### config.mk
export PLATFORM = sky130hd
export DESIGN_NAME = nibble_serial_adder
export DESIGN_NICKNAME = d
export VERILOG_FILES = /design/src/rtl/nibble_serial_adder.sv
export SDC_FILE = /design/constraint.sdc
export NUM_CORES = 1
export LEC_CHECK = 0
export BUFFER_PORTS_ARGS = -buffer_cell sky130_fd_sc_hd__buf_4
export CAP_MARGIN = 30
export CELL_PAD_IN_SITES_DETAIL_PLACEMENT = 1
export CELL_PAD_IN_SITES_GLOBAL_PLACEMENT = 1
export CORE_UTILIZATION = 36
export CTS_CLUSTER_DIAMETER = 60
export DETAILED_ROUTE_END_ITERATION = 6
export GPL_TIMING_DRIVEN = 0
export PLACE_DENSITY = 0.86
export SKIP_CTS_REPAIR_TIMING = 1
export SLEW_MARGIN = 30
export SYNTH_ARGS = -nofsm -noshare
export SYNTH_HDL_FRONTEND = slang
export SYNTH_HIERARCHICAL = 1
export SYNTH_SLANG_ARGS = --single-unit
### constraint.sdc
create_clock -name clk -period 2.4 [get_ports clk]
set_input_delay 0.24 -clock clk [delete_from_list [all_inputs] [get_ports clk]]
set_output_delay 0.24 -clock clk [all_outputs]
set_load 0.01 [all_outputs]
### src/rtl/nibble_serial_adder.sv
// Multi-cycle WIDTH-bit adder: one cla_4bit reused per nibble, LSB nibble first, carry registered between nibbles.
// Define NSA_OVERFLOW_EN to add the signed-overflow output port.

module cla_4bit (
  input  logic [3:0] a,
  input  logic [3:0] b,
  input  logic       c_in,
  output logic [3:0] sum,
  output logic       c_out,
  output logic       p_block,
  output logic       g_block
);
  logic [3:0] p;
  logic [3:0] g;
  logic [3:0] c;

  always_comb begin
    p = a ^ b;
    g = a & b;
    c[0] = c_in;
    c[1] = g[0] | (p[0] & c_in);
    c[2] = g[1] | (p[1] & g[0]) | (p[1] & p[0] & c_in);
    c[3] = g[2] | (p[2] & g[1]) | (p[2] & p[1] & g[0]) | (p[2] & p[1] & p[0] & c_in);
    p_block = &p;
    g_block = g[3] | (p[3] & g[2]) | (p[3] & p[2] & g[1]) | (p[3] & p[2] & p[1] & g[0]);
    c_out = g_block | (p_block & c_in);
    sum = p ^ c;
  end
endmodule

module nibble_serial_adder #(
  parameter int WIDTH = 16
) (
  input  logic             clk,
  input  logic             rst,
  input  logic             start,
  input  logic [WIDTH-1:0] a,
  input  logic [WIDTH-1:0] b,
  input  logic             c_in,
  output logic             busy,
  output logic             done,
  output logic [WIDTH-1:0] sum,
  output logic             c_out
`ifdef NSA_OVERFLOW_EN
  ,
  output logic             overflow
`endif
);
  localparam int N     = WIDTH / 4;
  localparam int IDX_W = (N > 1) ? $clog2(N) : 1;

  typedef enum logic [1:0] {IDLE, RUN, DONE} state_t;

  state_t             state_q, state_d;
  logic [WIDTH-1:0]   a_q, a_d;
  logic [WIDTH-1:0]   b_q, b_d;
  logic [WIDTH-1:0]   sum_q, sum_d;
  logic               carry_q, carry_d;
  logic               c_out_q, c_out_d;
  logic [IDX_W-1:0]   idx_q, idx_d;
  logic               accept;
  logic               last;

  logic [3:0] cla_a, cla_b, cla_sum;
  logic       cla_c_out;

  assign cla_a = a_q[4*idx_q +: 4];
  assign cla_b = b_q[4*idx_q +: 4];
  assign last  = (idx_q == IDX_W'(N - 1));

  cla_4bit u_cla (
    .a       (cla_a),
    .b       (cla_b),
    .c_in    (carry_q),
    .sum     (cla_sum),
    .c_out   (cla_c_out),
    .p_block (),
    .g_block ()
  );

`ifdef NSA_OVERFLOW_EN
  logic overflow_q, overflow_d;
`endif

  always_comb begin
    state_d = state_q;
    a_d     = a_q;
    b_d     = b_q;
    sum_d   = sum_q;
    carry_d = carry_q;
    c_out_d = c_out_q;
    idx_d   = idx_q;
    accept  = 1'b0;
`ifdef NSA_OVERFLOW_EN
    overflow_d = overflow_q;
`endif

    case (state_q)
      IDLE: accept = start;
      RUN: begin
        sum_d[4*idx_q +: 4] = cla_sum;
        carry_d = cla_c_out;
        if (last) begin
          c_out_d = cla_c_out;
          idx_d   = '0;
          state_d = DONE;
`ifdef NSA_OVERFLOW_EN
          overflow_d = (a_q[WIDTH-1] == b_q[WIDTH-1]) && (cla_sum[3] != a_q[WIDTH-1]);
`endif
        end else begin
          idx_d = idx_q + IDX_W'(1);
        end
      end
      DONE: begin
        accept  = start;
        state_d = IDLE;
      end
      default: state_d = IDLE;
    endcase

    // Acceptance from IDLE or DONE is identical, which is what makes back-to-back work
    if (accept) begin
      a_d     = a;
      b_d     = b;
      carry_d = c_in;
      idx_d   = '0;
      sum_d   = '0;
      c_out_d = 1'b0;
      state_d = RUN;
`ifdef NSA_OVERFLOW_EN
      overflow_d = 1'b0;
`endif
    end
  end

  always_ff @(posedge clk) begin
    if (rst) begin
      state_q <= IDLE;
      a_q     <= '0;
      b_q     <= '0;
      sum_q   <= '0;
      carry_q <= 1'b0;
      c_out_q <= 1'b0;
      idx_q   <= '0;
`ifdef NSA_OVERFLOW_EN
      overflow_q <= 1'b0;
`endif
    end else begin
      state_q <= state_d;
      a_q     <= a_d;
      b_q     <= b_d;
      sum_q   <= sum_d;
      carry_q <= carry_d;
      c_out_q <= c_out_d;
      idx_q   <= idx_d;
`ifdef NSA_OVERFLOW_EN
      overflow_q <= overflow_d;
`endif
    end
  end

  assign busy  = (state_q == RUN);
  assign done  = (state_q == DONE);
  assign sum   = sum_q;
  assign c_out = c_out_q;
`ifdef NSA_OVERFLOW_EN
  assign overflow = overflow_q;
`endif
endmodule

==> results.txt <==
routed len/inst: 15.46 um
cts bufs inserted: 5
Slew headroom: 0.6872
Final Instance Area: 0.003040 mm^2
FF-to-FF path depth: 7
fill cell count: 737
post-placement cell area: 0.002920 mm^2
io pins: 55
antenna violations before repair: 0
register area: 0.001085 mm^2
Crit path required time: 2.61 ns
power consumption: 1749 uW
core area: 0.006422 mm^2
Worst Tran Pin Value: 0.4654 ns
IO Port Bufs: 53
Sw Share: 0.2737
Layout area overhead: 25.32%
Max Clk Rate: 410.4 MHz
final hold slack: 0.1702 ns
Hold Vio Cnt, Final: 0
antenna cell count: 0
clk slew on worst S/H paths: 0.09 ns
RSZ-0062 raised after global routing: true
post-synth net total: 299
post-route ant nets: 0
GRT Total Usage: 0.1814
Setup violations, final: 4
P_sw: 478.8 uW
worst min path class: input port to flip-flop
Max clock buf depth: 2
multi-input logic area: 0.001261 mm^2
H-tree depth: 2
kind of critical path: flip-flop to flip-flop
Die Height: 84.09 um
number of global-route vias before repair: 2,022
Yosys warning total: 6
Final WS setup: -0.03663 ns
reg2reg end: sum[14]
vias: 2,011
Pint: 1271 uW
cells after synthesis: 252
failing checks: design-rule violations, negative setup slack
placed instance count: 382
via density per instance: 5.170
Root Driver: clkbuf_8
Static Leakage: 0.001271 uW
Initial DRC Count: 69
commonest non-fill, non-tap cell in the layout: nand2_1
Die Wd: 84.09 um
largest net degree at the start of global routing: 16
nature of the critical path startpoint: flip-flop
reg2reg start: idx_q[0]
non-filler cells in the finished layout: 389
endpoint class of the critical path: flip-flop
Post-Route WL: 6014 um
die area: 0.007071 mm^2
min Tclk post-route: 2.437 ns
status: finished with violations
clk sinks: 54
syn_area_per_cell: 9.627 um^2
Cell Area, Synth: 0.002426 mm^2
post-DP HPWL: 4550 um
First-pass DRT Iterations: 6
hold_sp: a[13]
final net count: 359
CTS tree: done
hold path cells: 3
combinational power share: 0.171
initial core utilization: 0.3778
clk_skew: 0.006396 ns
WHS Endpoint: a_q[13]
Pwr Density: 575.4 mW/mm^2
crit share post-route: 1.015
Skew-Pair Late Insertion Delay: 0.31 ns
Clock Power Share: 0.280
Slew Limit Fails: 0
FF-to-FF setup slack: -0.04 ns
most frequent cells in the layout: nand2_1 (66), buf_4 (55), dfxtp_1 (53)
GPL Wtd Cong: 0.7471
DRC errors left: 10
Max FO, Critical Path: 10
Setup TNS Final: -0.1304 ns
crit path DAT: 2.64 ns
sequential power share: 0.549
layout cells sized above 1: 0.3045
Peak VDD IR: 0.2208 mV
number of max-cap violations: 0
first-pass GRT wire length: 9963 um
site row count: 29
global route overflow: 0
[cell type report]
cell class / instances / share of cell area
Clock inverter: 1 / 0.002469
Inverter: 7 / 0.008642
Clock buffer: 6 / 0.02387
Multi-Input combinational cell: 176 / 0.4148
Timing Repair Buffer: 53 / 0.1309
Tap cell: 77 / 0.03169
Sequential cell: 54 / 0.3568
Buffer: 15 / 0.03086
[worst max-delay path by stage]
| stage | from | end | slack, ns | depth (start not counted) |
|---|---|---|---|---|
| after CTS | idx_q[0] | sum[15] | -0.34 | 7 |
| after floorplan | idx_q[0] | sum[10] | 0.08 | 7 |
| after global routing | idx_q[0] | sum[6] | -0.11 | 7 |
| after detailed placement | idx_q[0] | sum[15] | -0.31 | 7 |
| after global placement | idx_q[0] | sum[15] | -0.26 | 7 |
| final | idx_q[0] | sum[14] | -0.04 | 7 |
[power by group through the flow]
stage	clock [uW]	sequential [uW]	combinational (uW)
global placement	0	978	278
finish	491	960	299
detailed placement	0	982	288
floorplan	0	973	183
global route	532	966	330
CTS	500	961	290
[sequential cells by signal, summed over array words and instances, names as in the netlist]
name and count:
a_q 16, b_q 16, c_out 1, carry_q 1, idx_q 2, state_q 2, sum 16
[worst max-delay path, cell delays in order (launching register included)]
cell,delay [ns]
dfxtp_4,0.42
buf_8,0.18
mux4_2,0.54
ha_1,0.34
a21o_1,0.18
a21oi_1,0.27
xnor2_2,0.16
a32o_1,0.24
[metrics by stage]
stage            util  setup slack, ns
2_1_floorplan       -          0.08088
3_3_place_gp   0.4547          -0.2568
3_5_place_dp   0.4547          -0.3139
4_1_cts        0.4672          -0.3434
5_1_grt        0.4734          -0.1095
6_report       0.4734         -0.03663
[layer usage]
metal | up-vias | share of wire | wire length (um) | GRT usage
met1 | 954 | 0.43 | 2564 | 0.2145
met5 | - | 0 | 0 | 0
li1 | 1005 | - | - | -
met2 | 45 | 0.53 | 3164 | 0.3331
met4 | 0 | 0.0095 | 57 | 0.04702
met3 | 7 | 0.038 | 228 | 0.03561
No activity file was read; power rests on OpenSTA's default activity.
